$ cat src/rtl/imm_gen_pipe.sv
// imm_gen_pipe
// ------------
// Pipelined RV32I/RV64I immediate generator with a 2-entry (out + skid)
// elastic buffer. It decodes the I/S/B/U/J immediate of each accepted
// instruction, sign-extends it to XLEN and registers it with the format code,
// an illegal-opcode flag and the instruction's PC. Latency is one cycle.
//
// Optional feature (compile-time macro IMM_GEN_PC_TARGET_EN):
//   When defined, adds out_target = (pc + imm) mod 2^PC_W for branches, JAL
//   and AUIPC, and 0 for every other entry. JALR is excluded because its
//   base is rs1. When undefined, the port and the adder do not exist.
//
// Handshake semantics (both interfaces): a transfer happens on a rising edge
// where valid and ready are both 1. A producer holds valid and its payload
// steady until the transfer happens. in_ready is a register (it equals
// !skid_valid), so it never depends combinationally on out_ready.
// out_* hold still while out_valid=1 and out_ready=0.
//
// Ports:
//   clk, rst     clock; asynchronous active-high reset
//   flush        synchronous discard of both buffered entries and of any
//                same-edge accept; takes priority over all handshakes
//   in_valid     upstream offers in_instr/in_pc
//   in_ready     block can take an instruction this cycle
//   in_instr     32-bit instruction word
//   in_pc        PC of in_instr (PC_W bits), passed through unchanged
//   out_valid    out_* hold a valid entry
//   out_ready    downstream accepts the entry on out_*
//   out_imm      decoded immediate, sign-extended to XLEN
//   out_fmt      0=NONE 1=I 2=S 3=B 4=U 5=J
//   out_illegal  opcode is neither immediate-carrying nor a known non-imm op
//   out_pc       PC of the entry on out_*
//   out_target   (macro only) branch/jump/AUIPC target
//
// Parameters: XLEN (32 or 64), PC_W (defaults to XLEN).

module imm_gen_pipe #(
    parameter int XLEN = 32,
    parameter int PC_W = XLEN
) (
    input  logic            clk,
    input  logic            rst,
    input  logic            flush,
    input  logic            in_valid,
    output logic            in_ready,
    input  logic [31:0]     in_instr,
    input  logic [PC_W-1:0] in_pc,
    output logic            out_valid,
    input  logic            out_ready,
    output logic [XLEN-1:0] out_imm,
    output logic [2:0]      out_fmt,
    output logic            out_illegal,
    output logic [PC_W-1:0] out_pc
`ifdef IMM_GEN_PC_TARGET_EN
    ,
    output logic [PC_W-1:0] out_target
`endif
);

    localparam logic [6:0] OP_LOAD   = 7'b0000011;
    localparam logic [6:0] OP_IMM    = 7'b0010011;
    localparam logic [6:0] OP_JALR   = 7'b1100111;
    localparam logic [6:0] OP_STORE  = 7'b0100011;
    localparam logic [6:0] OP_BRANCH = 7'b1100011;
    localparam logic [6:0] OP_LUI    = 7'b0110111;
    localparam logic [6:0] OP_AUIPC  = 7'b0010111;
    localparam logic [6:0] OP_JAL    = 7'b1101111;
    localparam logic [6:0] OP_REG    = 7'b0110011;
    localparam logic [6:0] OP_REG32  = 7'b0111011;
    localparam logic [6:0] OP_FENCE  = 7'b0001111;
    localparam logic [6:0] OP_SYSTEM = 7'b1110011;

    localparam logic [2:0] FMT_NONE = 3'd0;
    localparam logic [2:0] FMT_I    = 3'd1;
    localparam logic [2:0] FMT_S    = 3'd2;
    localparam logic [2:0] FMT_B    = 3'd3;
    localparam logic [2:0] FMT_U    = 3'd4;
    localparam logic [2:0] FMT_J    = 3'd5;

    // ------------------------------------------------------------------
    // Combinational decode of the incoming instruction
    // ------------------------------------------------------------------
    logic [6:0]      opcode;
    logic [2:0]      funct3;
    logic [XLEN-1:0] dec_imm;
    logic [2:0]      dec_fmt;
    logic            dec_illegal;
    logic [XLEN-1:0] shamt;

    assign opcode = in_instr[6:0];
    assign funct3 = in_instr[14:12];

    // Shift amount is 5 bits on RV32 and 6 bits on RV64; bit 30 (the SRAI
    // marker) is never part of the immediate.
    assign shamt = (XLEN == 32) ? {{(XLEN-5){1'b0}}, in_instr[24:20]}
                                : {{(XLEN-6){1'b0}}, in_instr[25:20]};

    always_comb begin
        dec_imm     = '0;
        dec_fmt     = FMT_NONE;
        dec_illegal = 1'b0;
        case (opcode)
            OP_LOAD, OP_JALR: begin
                dec_fmt = FMT_I;
                dec_imm = {{(XLEN-12){in_instr[31]}}, in_instr[31:20]};
            end
            OP_IMM: begin
                dec_fmt = FMT_I;
                if (funct3 == 3'b001 || funct3 == 3'b101) begin
                    dec_imm = shamt;
                end else begin
                    dec_imm = {{(XLEN-12){in_instr[31]}}, in_instr[31:20]};
                end
            end
            OP_STORE: begin
                dec_fmt = FMT_S;
                dec_imm = {{(XLEN-12){in_instr[31]}}, in_instr[31:25], in_instr[11:7]};
            end
            OP_BRANCH: begin
                dec_fmt = FMT_B;
                dec_imm = {{(XLEN-12){in_instr[31]}}, in_instr[7], in_instr[30:25],
                           in_instr[11:8], 1'b0};
            end
            OP_LUI, OP_AUIPC: begin
                dec_fmt = FMT_U;
                // Bit 31 is the sign; the replication covers it plus any
                // RV64 upper half.
                dec_imm = {{(XLEN-31){in_instr[31]}}, in_instr[30:12], 12'b0};
            end
            OP_JAL: begin
                dec_fmt = FMT_J;
                dec_imm = {{(XLEN-20){in_instr[31]}}, in_instr[19:12], in_instr[20],
                           in_instr[30:21], 1'b0};
            end
            default: begin
                // Known opcodes without an immediate are legal, all else is not.
                dec_illegal = !(opcode == OP_REG   || opcode == OP_REG32 ||
                                opcode == OP_FENCE || opcode == OP_SYSTEM);
            end
        endcase
    end

`ifdef IMM_GEN_PC_TARGET_EN
    logic [PC_W-1:0] imm_pcw;
    logic [PC_W-1:0] dec_target;
    logic [PC_W-1:0] skid_target;

    // Resize the immediate to the PC width (truncate or sign-extend).
    if (PC_W <= XLEN) begin : g_imm_trunc
        assign imm_pcw = dec_imm[PC_W-1:0];
    end else begin : g_imm_sext
        assign imm_pcw = {{(PC_W-XLEN){dec_imm[XLEN-1]}}, dec_imm};
    end

    assign dec_target = (dec_fmt == FMT_B || dec_fmt == FMT_J || opcode == OP_AUIPC)
                        ? (in_pc + imm_pcw) : '0;
`endif

    // ------------------------------------------------------------------
    // Output stage plus one skid entry. The skid only fills when out is
    // stalled, so skid_valid implies out_valid and order stays FIFO.
    // ------------------------------------------------------------------
    logic            skid_valid;
    logic [XLEN-1:0] skid_imm;
    logic [2:0]      skid_fmt;
    logic            skid_illegal;
    logic [PC_W-1:0] skid_pc;
    logic            accept;
    logic            out_free;

    assign in_ready = ~skid_valid;
    assign accept   = in_valid & in_ready;
    assign out_free = ~out_valid | out_ready;

    always_ff @(posedge clk or posedge rst) begin
        if (rst) begin
            out_valid    <= 1'b0;
            out_imm      <= '0;
            out_fmt      <= FMT_NONE;
            out_illegal  <= 1'b0;
            out_pc       <= '0;
            skid_valid   <= 1'b0;
            skid_imm     <= '0;
            skid_fmt     <= FMT_NONE;
            skid_illegal <= 1'b0;
            skid_pc      <= '0;
`ifdef IMM_GEN_PC_TARGET_EN
            out_target   <= '0;
            skid_target  <= '0;
`endif
        end else if (flush) begin
            // Drop everything, including an accept on this same edge.
            out_valid  <= 1'b0;
            skid_valid <= 1'b0;
        end else if (out_free) begin
            if (skid_valid) begin
                // in_ready is low while the skid is full, so no accept can
                // compete with this refill.
                out_valid   <= 1'b1;
                out_imm     <= skid_imm;
                out_fmt     <= skid_fmt;
                out_illegal <= skid_illegal;
                out_pc      <= skid_pc;
`ifdef IMM_GEN_PC_TARGET_EN
                out_target  <= skid_target;
`endif
                skid_valid  <= 1'b0;
            end else if (accept) begin
                out_valid   <= 1'b1;
                out_imm     <= dec_imm;
                out_fmt     <= dec_fmt;
                out_illegal <= dec_illegal;
                out_pc      <= in_pc;
`ifdef IMM_GEN_PC_TARGET_EN
                out_target  <= dec_target;
`endif
            end else begin
                out_valid <= 1'b0;
            end
        end else if (accept) begin
            // Out is stalled: park the new entry in the skid.
            skid_valid   <= 1'b1;
            skid_imm     <= dec_imm;
            skid_fmt     <= dec_fmt;
            skid_illegal <= dec_illegal;
            skid_pc      <= in_pc;
`ifdef IMM_GEN_PC_TARGET_EN
            skid_target  <= dec_target;
`endif
        end
    end

endmodule

$ cat config.mk
export PLATFORM = sky130hd
export DESIGN_NAME = imm_gen_pipe
export DESIGN_NICKNAME = d
export VERILOG_FILES = /design/src/rtl/imm_gen_pipe.sv
export SDC_FILE = /design/constraint.sdc
export NUM_CORES = 1
export LEC_CHECK = 0
export CORE_ASPECT_RATIO = 1.2
export CORE_MARGIN = 4
export CORE_UTILIZATION = 30
export DETAILED_ROUTE_END_ITERATION = 8
export SYNTH_ARGS = -nofsm -noshare
export SYNTH_HDL_FRONTEND = slang
export SYNTH_SLANG_ARGS = --single-unit
$ cat constraint.sdc
create_clock -name clk -period 4.5 [get_ports clk]
set_clock_uncertainty 0.1 [all_clocks]
set_input_delay 0.45 -clock clk [delete_from_list [all_inputs] [get_ports clk]]
set_output_delay 0.45 -clock clk [all_outputs]
set_load 0.05 [all_outputs]
==> results of run 1 <==
per-stage QoR:
| step | instances | total power [mW] | cell area (um2) |
|---|---|---|---|
| finish | 1051 | 3.849 | 8403 |
| CTS | 1051 | 3.897 | 8403 |
| global route | 1051 | 4.050 | 8403 |
| floorplan | 655 | 2.178 | 6235 |
| detailed placement | 1019 | 2.537 | 7835 |
| global placement | 1019 | 2.524 | 7835 |
state kept, by name (all words and copies together) (netlist names):
name	flops
out_imm	32
out_fmt	3
skid_fmt	3
out_pc	32
out_illegal	1
skid_illegal	1
out_valid	1
skid_valid	1
skid_pc	32
skid_imm	32
power by group:
group	switching (mW)	internal, mW
registers	0.122	1.46
clock network	0.539	0.803
logic	0.587	0.338
total	1.25	2.60
Yosys cell counts, types with 6 or more instances:
| cell type | number |
|---|---|
| o211ai_1 | 6 |
| o21ai_0 | 46 |
| mux2i_1 | 35 |
| nand2_1 | 170 |
| nor2_1 | 47 |
| buf_2 | 12 |
| nand2b_1 | 6 |
| a21oi_1 | 16 |
| dfrtp_1 | 138 |
| buf_1 | 11 |
| o21bai_1 | 19 |
| a22o_1 | 6 |
| nor4_1 | 20 |
| clkbuf_1 | 26 |
| a31oi_1 | 42 |
| a221oi_1 | 11 |
layer usage:
metal | GRT usage [%] | vias up | wire length (um)
met1 | 20.35 | 2509 | 7816
li1 | - | 2531 | -
met5 | 0 | - | 12
met4 | 6.026 | 2 | 380
met2 | 24.17 | 149 | 8211
met3 | 4.637 | 31 | 1099
final cells by class:
| cell class | instances | share of cell area (%) |
|---|---|---|
| Sequential cell | 138 | 41.11 |
| Clock buffer | 22 | 5.643 |
| Multi-Input combinational cell | 461 | 30.35 |
| Inverter | 4 | 0.2382 |
| Clock inverter | 10 | 1.117 |
| Tap cell | 265 | 3.946 |
| Timing Repair Buffer | 151 | 17.60 |
how the worst max path moves through the flow:
stage	start	endpoint	cells past startpoint
3_5_place_dp	flush	skid_imm[31]	6
3_3_place_gp	flush	skid_imm[31]	6
2_1_floorplan	rst	out_fmt[0]	1
5_1_grt	skid_valid	in_ready	3
6_report	skid_valid	in_ready	3
4_1_cts	skid_valid	in_ready	3
kinds of logic (layout without fill, tap and decap cells):
logic type / Yosys count / in the layout / share of synthesized area [%]
and+or+nand+nor: 261 / 261 / 17.48
AOI/OAI and AO/OA: 165 / 165 / 17.60
DFF: 138 / 138 / 55.39
buffers and inverters: 56 / 187 / 3.913
muxes: 35 / 35 / 5.619
critical path, cell delays in order (launching register included):
cell	delay (ps)
dfrtp_2	610
inv_1	110
buf_4	350
clkdlybuf4s50_1	890
cell usage in the layout (no fill, tap or decap), drive strengths merged, types with 2 or more instances in the layout:
cell,netlist,final
or2,3,3
nand3,4,4
nor2,47,47
clkinv,0,6
buf,26,13
nor3,4,4
clkdlybuf4s50,0,138
o211ai,6,6
o21ai,49,49
nor4,20,20
o22ai,2,2
o21a,2,2
nand2,170,170
a2111oi,2,2
o31ai,2,2
clkbuf,26,22
nand2b,6,6
inv,4,4
a221oi,11,11
mux2i,35,35
a21oi,17,17
a22o,6,6
a211o,2,2
a31oi,42,42
dfrtp,138,138
o21bai,19,19
nor2b,3,3
clkinvlp,0,3
==> results by group, run 1 <==
Outcome
  – Status: complete, no violations

Timing
  – Least-Margin Pin Slew: 1004 ps
  – Final Max Slew Viols: 0
  – RSZ-0062 raised after global routing: false
  – Final TNS setup: 0 ps
  – # setup viols final: 0
  – Worst setup margin: 1537 ps
  – Post-route clock period utilization: 65.84%
  – Post-route minimum period: between 2000 and 3000 ps
  – Fin Hold WS: 374.0 ps
  – Achievable frequency: 0.3375 GHz
  – Worst slew margin: 32.89%
  – Final Hold Vio Count: 0

Final layout
  – Nets: 842
  – Post-Route Utilization: 41.34%
  – Area of the multi-input gates: 2550 um2
  – Share of layout cells above drive strength 1: about 7.5%
  – Synth-to-layout area growth: 34.78%
  – Ant diodes: 0
  – Fillers: slightly above 2000
  – FF/Latch Area: approximately 3500 um2

Global routing
  – Initial antenna violation count: 1
  – Vias in the first global route: 5314
  – Tot GR Track Use: 15.51%
  – Grt ovf: 0
  – Pin count of the biggest net entering global routing: ~100
  – First-pass GRT wire length: 29210 um

Critical path
  – Required @ worst endpoint: 3950 ps
  – Crit path max fanout: 32
  – Type of the worst setup path: reg -> out
  – Critical Path Start Type: flip-flop
  – Worst EP arrival: between 2000 and 2500 ps
  – CP Capture Type: output pin
  – Cells on worst reg2reg path: 5
  – RR Endpoint: out_imm[30]
  – FF-to-FF setup slack: 2100 ps
  – R2r startpoint: skid_valid

Synth
  – Syn Nets: 724
  – Post-synth EDFFs: 0
  – Synth top area share: between 50% and 60%
  – Share of synthesized flip-flops with an asynchronous set or reset: 100.0%
  – Syn_area_per_cell: 9.519 um2
  – Synth cell types: 43
  – Mapped cell area: 6235 um2
  – Ranking of synthesized cells by area: dfrtp_1, nand2_1, mux2i_1
  – Post-synthesis sequential area ratio: 55.39%
  – Synth Instances: approximately 660
  – Synth Warn #: 0
  – Main synth FF type: dfrtp_1
  – Seq cells post-synth: 138
  – Top cell type by total area after synthesis: dfrtp_1

Power
  – Leak: around 3.5 nW
  – Worst vdd ir: 0.2404 mV
  – Pwr dens: 458.0 nW/um2

Hold path
  – Worst min-delay path class: reg -> reg
  – Hold Startpoint: skid_pc[12]
  – WHS Endpoint: skid_pc[12]
  – Hold depth: 2

Clock network
  – CTS clk-pin slew, worst paths: about 60 ps
  – # Post-CTS Setup Buffers: 0
  – # clock sinks: 138
  – # resized after CTS: 0
  – CTS tree: built
  – Worst-Skew Late Latency: 430 ps
  – H-tree depth: 4
  – Hold_buf cts: 0
  – Root Buffer Master: clkbuf_16
  – Number of CTS-inserted buffers: 17
  – CTS Buffer Depth: 2

Placed design
  – Placement Setup Slack: 1406 ps
  – GPL Wtd Cong: 0.7717
  – DP Wirelength: 11470 um
  – Port bufs: 138

Route
  – Drt initial violations: approximately 280
  – Vias/cell: 4.969
  – ANT nets after route: 0
  – DRT Pass-1 Iters: 5
  – DRC: 0
  – Vias: 5222
  – Drt total wl: 17520 um
  – Avg WL per Cell: 16.67 um

Floorplanning
  – Die W: 139.6 um
  – Initial Utilization: 30.67%
  – Core ar.: 20330 um2
  – Die area: 23160 um2
  – Number of cell rows: 57
  – I/O pin total: ~140
  – Chip Height: 165.9 um

Job
  – Max cap viols: 0
Power figures use the tool's default switching activity.
==> run 2: changes to the inputs <==
clock period = 2.55 ns   (was 4.5 ns; I/O delays follow)
==> run 2 against run 1 <==
  * Sequential share of layout area down 0.91 points
  * Worst hold slack worse by 180 ps
  * Via count down 0.23%
  * Power up 78%
  * Largest cell class unchanged
  * Die area unchanged
  * Critical endpoint unchanged
  * Count of clock-buffer cells in the layout down 2
  * Cell count up 1.6%
==> results by group, run 2 (same netlist as run 1, synthesis figures left out) <==
Power
  – Pwr dens: approximately 800 nW/um2
  – Leak: 3.561 nW
  – Worst vdd ir: about 0.43 mV
  – Final total power: 6.860 mW

Final layout
  – Nets: 859
  – Final Non-Filler Cells: 1068
  – FF/Latch Area: approximately 3500 um2
  – Most common cell after layout, fill and taps aside: nand2_1
  – Ant diodes: 0
  – Share of layout cells above drive strength 1: 9.589%
  – Area of the multi-input gates: 2550 um2
  – Highest-count cells in the layout ignoring fill and taps: nand2_1, clkdlybuf4s50_1, dfrtp_1
  – Finished Cell Area: 8593 um2
  – Fillers: 1995
  – Post-Route Utilization: between 40% and 50%
  – Synth-to-layout area growth: 37.83%

Clock network
  – Worst-Skew Late Latency: ~420 ps
  – Hold_buf cts: 0
  – # resized after CTS: 0
  – Number of CTS-inserted buffers: 17
  – Root Buffer Master: clkbuf_16
  – CTS Buffer Depth: 2
  – # clock sinks: 138
  – CTS clk-pin slew, worst paths: about 60 ps
  – # Post-CTS Setup Buffers: 0
  – H-tree depth: 4
  – CTS tree: built

Floorplanning
  – Die W: 139.6 um
  – Core ar.: just over 20000 um2
  – Number of cell rows: 57
  – Initial Utilization: 30.67%
  – Die area: 23160 um2
  – Chip Height: 165.9 um
  – I/O pin total: 139

Placed design
  – DP Wirelength: 11840 um
  – Placement Setup Slack: -7.776 ps
  – Area after DPL: approximately 8000 um2
  – Cells after DPL: approximately 1000
  – Port bufs: between 100 and 150
  – GPL Wtd Cong: 0.7603

Route
  – ANT nets after route: 0
  – Drt initial violations: roughly 300
  – Avg WL per Cell: 16.32 um
  – DRC: 0
  – Vias: approximately 5200
  – Vias/cell: 4.878
  – Drt total wl: 17430 um
  – DRT Pass-1 Iters: 6

Timing
  – Worst slew margin: 35.47%
  – Fin Hold WS: 199.0 ps
  – Least-Margin Pin Slew: ~970 ps
  – Final TNS setup: 0 ps
  – Final Hold Vio Count: 0
  – Post-route clock period utilization: a little under nine tenths
  – Achievable frequency: 0.4612 GHz
  – # setup viols final: 0
  – Final Max Slew Viols: 0
  – Post-route minimum period: 2168 ps
  – Worst setup margin: around 380 ps
  – RSZ-0062 raised after global routing: false

Critical path
  – Worst EP arrival: approximately 1800 ps
  – Critical Path Start Type: flip-flop
  – R2r startpoint: skid_valid
  – FF-to-FF setup slack: 540 ps
  – Type of the worst setup path: reg -> out
  – Required @ worst endpoint: between 2000 and 2500 ps
  – Crit path max fanout: 36
  – Cells on worst reg2reg path: 6
  – RR Endpoint: out_imm[22]
  – CP Capture Type: output pin

Global routing
  – Grt ovf: 0
  – Tot GR Track Use: around 15%
  – Initial antenna violation count: 1
  – Vias in the first global route: 5288
  – Pin count of the biggest net entering global routing: 80
  – First-pass GRT wire length: 28600 um

Hold path
  – Worst min-delay path class: in -> async

Job
  – Max cap viols: 0

Outcome
  – Status: complete, no violations
[run 2: final cells by class]
cell class	count	area share, %
clock buffer	20	5.198
clock inverter	12	1.456
inverter	4	0.2184
multi-input combinational	461	29.67
sequential	138	40.20
tap	265	3.858
timing repair buffer	168	19.39
[run 2: where the power goes]
group	leakage (nW)	internal (mW)	switching, mW
logic	1.57	0.613	1.04
clock network	0.276	1.46	0.958
registers	1.72	2.58	0.218
total	3.56	4.65	2.21
[run 2: worst max-delay path, stage by stage, from the launching register on]
cell     delay (ps)
dfrtp_2         380
buf_4           510
inv_1           120
buf_4           220
buf_12          160
[run 2: worst max-delay path by stage]
| stage | start | to | depth (start not counted) |
|---|---|---|---|
| 3_5_place_dp | in_instr[2] | skid_imm[21] | 5 |
| 6_report | skid_valid | in_ready | 4 |
| 4_1_cts | skid_valid | in_ready | 4 |
| 5_1_grt | in_instr[2] | skid_imm[21] | 5 |
| 2_1_floorplan | rst | out_fmt[0] | 1 |
| 3_3_place_gp | in_instr[2] | skid_imm[26] | 5 |
[run 2: layer usage]
| layer | routed length (um) | global-route usage [%] | vias to the layer above |
|---|---|---|---|
| met5 | 13 | 0 | - |
| li1 | - | - | 2558 |
| met1 | 7811 | 19.95 | 2498 |
| met4 | 180 | 3.751 | 2 |
| met3 | 954 | 4.435 | 15 |
| met2 | 8466 | 24.53 | 137 |
==> run 3: changes to the inputs <==
CAP_MARGIN = 20   (was default)
SLEW_MARGIN = 20   (was default)
==> results of run 3 <==
Final layout, timing and power as in run 2 (identical DEF).
